<file path="config.mk">
export PLATFORM = sky130hd
export DESIGN_NAME = sap_control_sequencer
export DESIGN_NICKNAME = d
export VERILOG_FILES = /design/src/rtl/sap_ctrl_pkg.sv /design/src/rtl/sap_ring_counter.sv /design/src/rtl/sap_control_sequencer.sv
export SDC_FILE = /design/constraint.sdc
export NUM_CORES = 1
export LEC_CHECK = 0
export ABC_AREA = 1
export CAP_MARGIN = 20
export CORE_AREA = 3 3 40 42
export CTS_CLUSTER_SIZE = 16
export DETAILED_ROUTE_END_ITERATION = 7
export DIE_AREA = 0 0 43 45
export GPL_ROUTABILITY_DRIVEN = 0
export PLACE_DENSITY = 0.77
export RECOVER_POWER = 100
export SYNTH_ARGS = -nofsm -noshare
export SYNTH_HDL_FRONTEND = slang
export SYNTH_SLANG_ARGS = --single-unit
export TNS_END_PERCENT = 100
</file>
<file path="constraint.sdc">
create_clock -name clk -period 3.4 [get_ports clk]
set_input_delay 1.02 -clock clk [delete_from_list [all_inputs] [get_ports clk]]
set_output_delay 1.02 -clock clk [all_outputs]
set_load 0.03 [all_outputs]
</file>
<file path="src/rtl/sap_ctrl_pkg.sv">
// Shared encodings for the SAP control sequencer: opcodes, one-hot
// T-state values and bit positions inside the internal control word.
package sap_ctrl_pkg;

  localparam logic [3:0] OP_LDA = 4'h0;
  localparam logic [3:0] OP_ADD = 4'h1;
  localparam logic [3:0] OP_SUB = 4'h2;
  localparam logic [3:0] OP_JC  = 4'h7;
  localparam logic [3:0] OP_OUT = 4'hE;
  localparam logic [3:0] OP_HLT = 4'hF;

  localparam int unsigned T_W = 6;

  localparam logic [T_W-1:0] T1 = 6'b000001;
  localparam logic [T_W-1:0] T2 = 6'b000010;
  localparam logic [T_W-1:0] T3 = 6'b000100;
  localparam logic [T_W-1:0] T4 = 6'b001000;
  localparam logic [T_W-1:0] T5 = 6'b010000;
  localparam logic [T_W-1:0] T6 = 6'b100000;

  // Control word bit positions.
  localparam int unsigned CW_EP     = 0;
  localparam int unsigned CW_PC_INC = 1;
  localparam int unsigned CW_LP     = 2;
  localparam int unsigned CW_LM     = 3;
  localparam int unsigned CW_CE     = 4;
  localparam int unsigned CW_LI     = 5;
  localparam int unsigned CW_EI     = 6;
  localparam int unsigned CW_LA     = 7;
  localparam int unsigned CW_EA     = 8;
  localparam int unsigned CW_LB     = 9;
  localparam int unsigned CW_SUB    = 10;
  localparam int unsigned CW_EV     = 11;
  localparam int unsigned CW_LO     = 12;
  localparam int unsigned CW_W      = 13;

  // Sequencer mode: running the T-state ring, or stopped after HLT.
  typedef enum logic {
    MODE_RUN  = 1'b0,
    MODE_HALT = 1'b1
  } mode_e;

endpackage

</file>
<file path="src/rtl/sap_ring_counter.sv">
// Six-bit one-hot T-state ring. Synchronous reset to T1; hold freezes it.
module sap_ring_counter
  import sap_ctrl_pkg::*;
(
  input  logic           clk,
  input  logic           reset,
  input  logic           hold,
  output logic [T_W-1:0] ring
);

  // Rotate one position per cycle unless held; reset always wins.
  always_ff @(posedge clk) begin
    if (reset) begin
      ring <= T1;
    end else if (!hold) begin
      ring <= {ring[T_W-2:0], ring[T_W-1]};
    end
  end

endmodule

</file>
<file path="src/rtl/sap_control_sequencer.sv">
// SAP control sequencer: HALT mode register plus combinational decode of
// the control word from the T-state ring and the IR opcode.
// Optional feature macro: SAP_CTRL_JC_EN (decodes JC, opcode 4'h7).
module sap_control_sequencer
  import sap_ctrl_pkg::*;
(
  input  logic           clk,
  input  logic           reset,
  input  logic [3:0]     opcode,
  input  logic           cmp_flag,
  output logic           ep,
  output logic           pc_inc,
  output logic           lp,
  output logic           lm,
  output logic           ce,
  output logic           li,
  output logic           ei,
  output logic           la,
  output logic           ea,
  output logic           lb,
  output logic           sub,
  output logic           ev,
  output logic           lo,
  output logic [T_W-1:0] t_state,
  output logic           halted
);

  mode_e           mode_q, mode_d;
  logic [T_W-1:0]  ring;
  logic [CW_W-1:0] cw;

  // Once halted the ring is frozen; its value is hidden until reset.
  sap_ring_counter u_ring (
    .clk   (clk),
    .reset (reset),
    .hold  (mode_q == MODE_HALT),
    .ring  (ring)
  );

  // Mode register: leaves HALT only through reset.
  always_ff @(posedge clk) begin
    if (reset) mode_q <= MODE_RUN;
    else       mode_q <= mode_d;
  end

  // Next mode: HLT in T4 stops the sequencer at the edge ending T4.
  always_comb begin
    mode_d = mode_q;
    if (mode_q == MODE_RUN && ring == T4 && opcode == OP_HLT) mode_d = MODE_HALT;
  end

  // Control word decode; all zero during reset and in HALT.
  always_comb begin
    cw = '0;
    if (!reset && mode_q == MODE_RUN) begin
      case (ring)
        T1: begin cw[CW_EP] = 1'b1; cw[CW_LM] = 1'b1; end
        T2: cw[CW_PC_INC] = 1'b1;
        T3: begin cw[CW_CE] = 1'b1; cw[CW_LI] = 1'b1; end
        T4: begin
          case (opcode)
            OP_LDA, OP_ADD, OP_SUB: begin cw[CW_EI] = 1'b1; cw[CW_LM] = 1'b1; end
            OP_OUT: begin cw[CW_EA] = 1'b1; cw[CW_LO] = 1'b1; end
`ifdef SAP_CTRL_JC_EN
            OP_JC: begin
              if (cmp_flag) begin cw[CW_EI] = 1'b1; cw[CW_LP] = 1'b1; end
            end
`endif
            default: ;
          endcase
        end
        T5: begin
          case (opcode)
            OP_LDA: begin cw[CW_CE] = 1'b1; cw[CW_LA] = 1'b1; end
            OP_ADD: begin cw[CW_CE] = 1'b1; cw[CW_LB] = 1'b1; end
            OP_SUB: begin cw[CW_CE] = 1'b1; cw[CW_LB] = 1'b1; cw[CW_SUB] = 1'b1; end
            default: ;
          endcase
        end
        T6: begin
          case (opcode)
            OP_ADD: begin cw[CW_EV] = 1'b1; cw[CW_LA] = 1'b1; end
            OP_SUB: begin cw[CW_EV] = 1'b1; cw[CW_LA] = 1'b1; cw[CW_SUB] = 1'b1; end
            default: ;
          endcase
        end
        default: ;
      endcase
    end
  end

`ifndef SAP_CTRL_JC_EN
  // Without JC the compare flag has no consumer.
  logic unused_cmp_flag;
  assign unused_cmp_flag = cmp_flag;
`endif

  assign ep     = cw[CW_EP];
  assign pc_inc = cw[CW_PC_INC];
  assign lp     = cw[CW_LP];
  assign lm     = cw[CW_LM];
  assign ce     = cw[CW_CE];
  assign li     = cw[CW_LI];
  assign ei     = cw[CW_EI];
  assign la     = cw[CW_LA];
  assign ea     = cw[CW_EA];
  assign lb     = cw[CW_LB];
  assign sub    = cw[CW_SUB];
  assign ev     = cw[CW_EV];
  assign lo     = cw[CW_LO];

  assign halted  = (mode_q == MODE_HALT);
  assign t_state = reset ? T1 : (halted ? '0 : ring);

endmodule

</file>
==> reports/qor.yml <==
worst_setup_path:
  cp_top_family: "buffers and inverters"
  critical_path.most_common_cell: "nand2_1"
  r2r_cells: 5
  rr_startpoint: "u_ring.ring[5]"
  critPathLaunch: "reset"
  cp_max_fo: 6
  worstPathCellList: "clkdlybuf4s50_1, nor2_4, nand2_1, nor2_2, nand2_1, nor2_1, buf_2"
  worstSetupEndpointType: "primary output"
  critPathLaunchType: "primary input"
  reg2reg_to: "halted"
  cp.arrival_ns: 2.26
  criticalPathCategory: "primary input to primary output"
  path_depth: 7
  cp_num_buf_inv: 2
  required_ns: 2.38
  rrSetupSlack_ns: 2.47
  max_stage_delay_ns: 0.46
  crit_slowest_cell: "clkdlybuf4s50_1"
  crit_end: "ea"
flow_run:
  maxCapViolations: 0
die:
  die_h_um: 45
  placement_rows: 13
  start_util_pct: 38.66
  core-area_um2: 1285
  die_x_um: 43
  die_area_um2: 1935
  pin_count: 27
drt:
  wl_per_cell_um: 9.960
  vias: 589
  ant_nets: 0
  drtIter0Drc: 22
  via_per_inst: 4.750
  drt_first_pass_iters: 4
  drc: 0
  drt_wl_total_um: 1235
clock_tree:
  clock_sinks: 7
  clk-insertion-delay-late_ns: 0.25
  cts_buffers: 3
  post_cts_buffers: 0
  cts.clk_slew.worst_paths_ns: 0.05
  cts-hold-fix-buffers: 0
  cts_resized: 0
  cts-root-buf: "clkbuf_4"
  htreeDepth: 1
  cts_max_path_buffers: 2
  cts_tree: "done"
power_and_ir_drop:
  power_frac_seq_pct: 42.5
  cellLeakagePower_nw: 0.3427
  switching_power_mw: 0.06121
  p_clk_share_pct: 36.2
  power_frac_comb_pct: 21.4
  p_int_mw: 0.1444
  total_power_mw: 0.2057
  irDropWorstVdd_mv: 0.1793
  power.density_nw_per_um2: 300.5
  swShare_pct: 29.77
layout:
  insertedDiodeCount: 0
  layout.cells.non_filler: 124
  final_cell_mix: "23 x nand2_1, 14 x nor2_1, 12 x inv_1"
  area_growth_pct: 37.78
  fin_area_um2: 684.4
  layout-drive-gt1-share_pct: 25.69
  final_nets: 117
  final_common_cell: "nand2_1"
yosys:
  synth_area_per_cell_um2: 6.058
  yosysWarnings: 0
  ys_ff_latch: 7
  synth_area_um2: 496.7
  yosysSeqAreaShare_pct: 28.21
  synth_cell_types: 17
  syn_nets: 89
  netlist_instances: 82
placed_design:
  placed_cell_area_um2: 703.2
  place_hpwl_um: 1010
  io_buffers: 24
  place_inst: 120
sta:
  finalSetupTns_ns: 0
  hold_slack_ns: 0.5386
  maxSlewViolCount: 0
  hold_viol_final: 0
  skew_ns: 0.004687
  rsz0062_at_grt: "no"
  max_freq_mhz: 304.8
  setup_viol: 0
  fin_crit_sh_pct: 96.49
  period_needed_ns: 3.281
grt:
  gr-usage-all-layers_pct: 14.17
  grt_pass1_vias: 521
  grt_first_pass_wirelength_um: 2056
  grt_overflow: 0
  grt_max_degree: 7
  antenna_found_initial: 0
min_path:
  min_from: "u_ring.ring[2]"
  hold_path_class: "register to register"
status:
  outcome: "completed"
-- per-layer routing --
| layer | global-route usage (%) | part of all wire (%) | wire length (µm) | vias up |
|---|---|---|---|---|
| met5 | 0 | 0 | 0 | - |
| met4 | 12.65 | 3.7 | 46 | 0 |
| met3 | 3.586 | 11 | 136 | 6 |
| met2 | 21.56 | 41 | 510 | 30 |
| met1 | 16.43 | 44 | 542 | 246 |
| li1 | - | - | - | 307 |
-- layout make-up --
cell class                      instances  area (µm²)
Clock buffer                            4       26.28
Multi-Input combinational cell         60       290.3
Tap cell                               15       18.77
Timing Repair Buffer                   25       157.7
Inverter                               13       51.30
Fill cell                             139       600.6
Sequential cell                         7       140.1
-- state kept, by name, indices dropped and copies added (netlist names) --
name	flops
halted	1
u_ring.ring	6
-- how the worst min path moves through the flow --
stage                           to  slack (ns)  cells after the start
detailed placement  u_ring.ring[2]        0.51                      2
global route        u_ring.ring[2]        0.55                      2
global placement    u_ring.ring[2]        0.50                      2
floorplan           u_ring.ring[2]        0.48                      2
CTS                 u_ring.ring[2]        0.53                      2
finish              u_ring.ring[2]        0.54                      2
-- per-stage QoR --
step,util (%),setup WS [ns]
2_1_floorplan,-,0.2976
3_3_place_gp,54.72,0.1693
3_5_place_dp,54.72,0.1232
4_1_cts,56.77,0.1097
5_1_grt,53.26,0.02181
6_report,53.26,0.1193
-- synthesized netlist by cell type --
cell type | number | area share, %
and2_2 | 1 | 1.5
buf_4 | 2 | 3.0
conb_1 | 1 | 0.75
dfxtp_1 | 7 | 28
inv_1 | 12 | 9.1
inv_4 | 1 | 1.3
nand2_1 | 23 | 17
nand2_2 | 1 | 1.3
nand3_1 | 4 | 4.0
nand3_2 | 1 | 2.0
nor2_1 | 14 | 11
nor2_2 | 4 | 5.0
nor2_4 | 2 | 4.5
nor3_1 | 2 | 2.0
o21ai_0 | 2 | 2.0
o21ai_2 | 2 | 3.5
o22ai_1 | 3 | 3.8
-- cells by family (layout without fill, tap and decap cells) --
| logic type | after synthesis | after routing | synth area share [%] |
|---|---|---|---|
| AOI/OAI and AO/OA | 7 | 7 | 9.321 |
| buffers and inverters | 15 | 42 | 13.35 |
| DFF | 7 | 7 | 28.21 |
| other | 1 | 1 | 0.7549 |
| and+or+nand+nor | 52 | 52 | 48.36 |
-- worst reg2reg max path, delay by kind of cell (launching register included) --
kind             cells  cell delay (ns)
and+or+nand+nor      5             0.55
DFF                  1             0.34
-- power groups by stage --
stage | Sequential [mW] | Clock (mW) | Combinational, mW
after floorplan | 0.0884 | 0 | 0.0295
after global placement | 0.0887 | 0 | 0.0460
after detailed placement | 0.0888 | 0 | 0.0466
after CTS | 0.0871 | 0.0770 | 0.0469
after global routing | 0.0876 | 0.0815 | 0.0481
final | 0.0873 | 0.0744 | 0.0440
(Power assumes the default switching activity.)
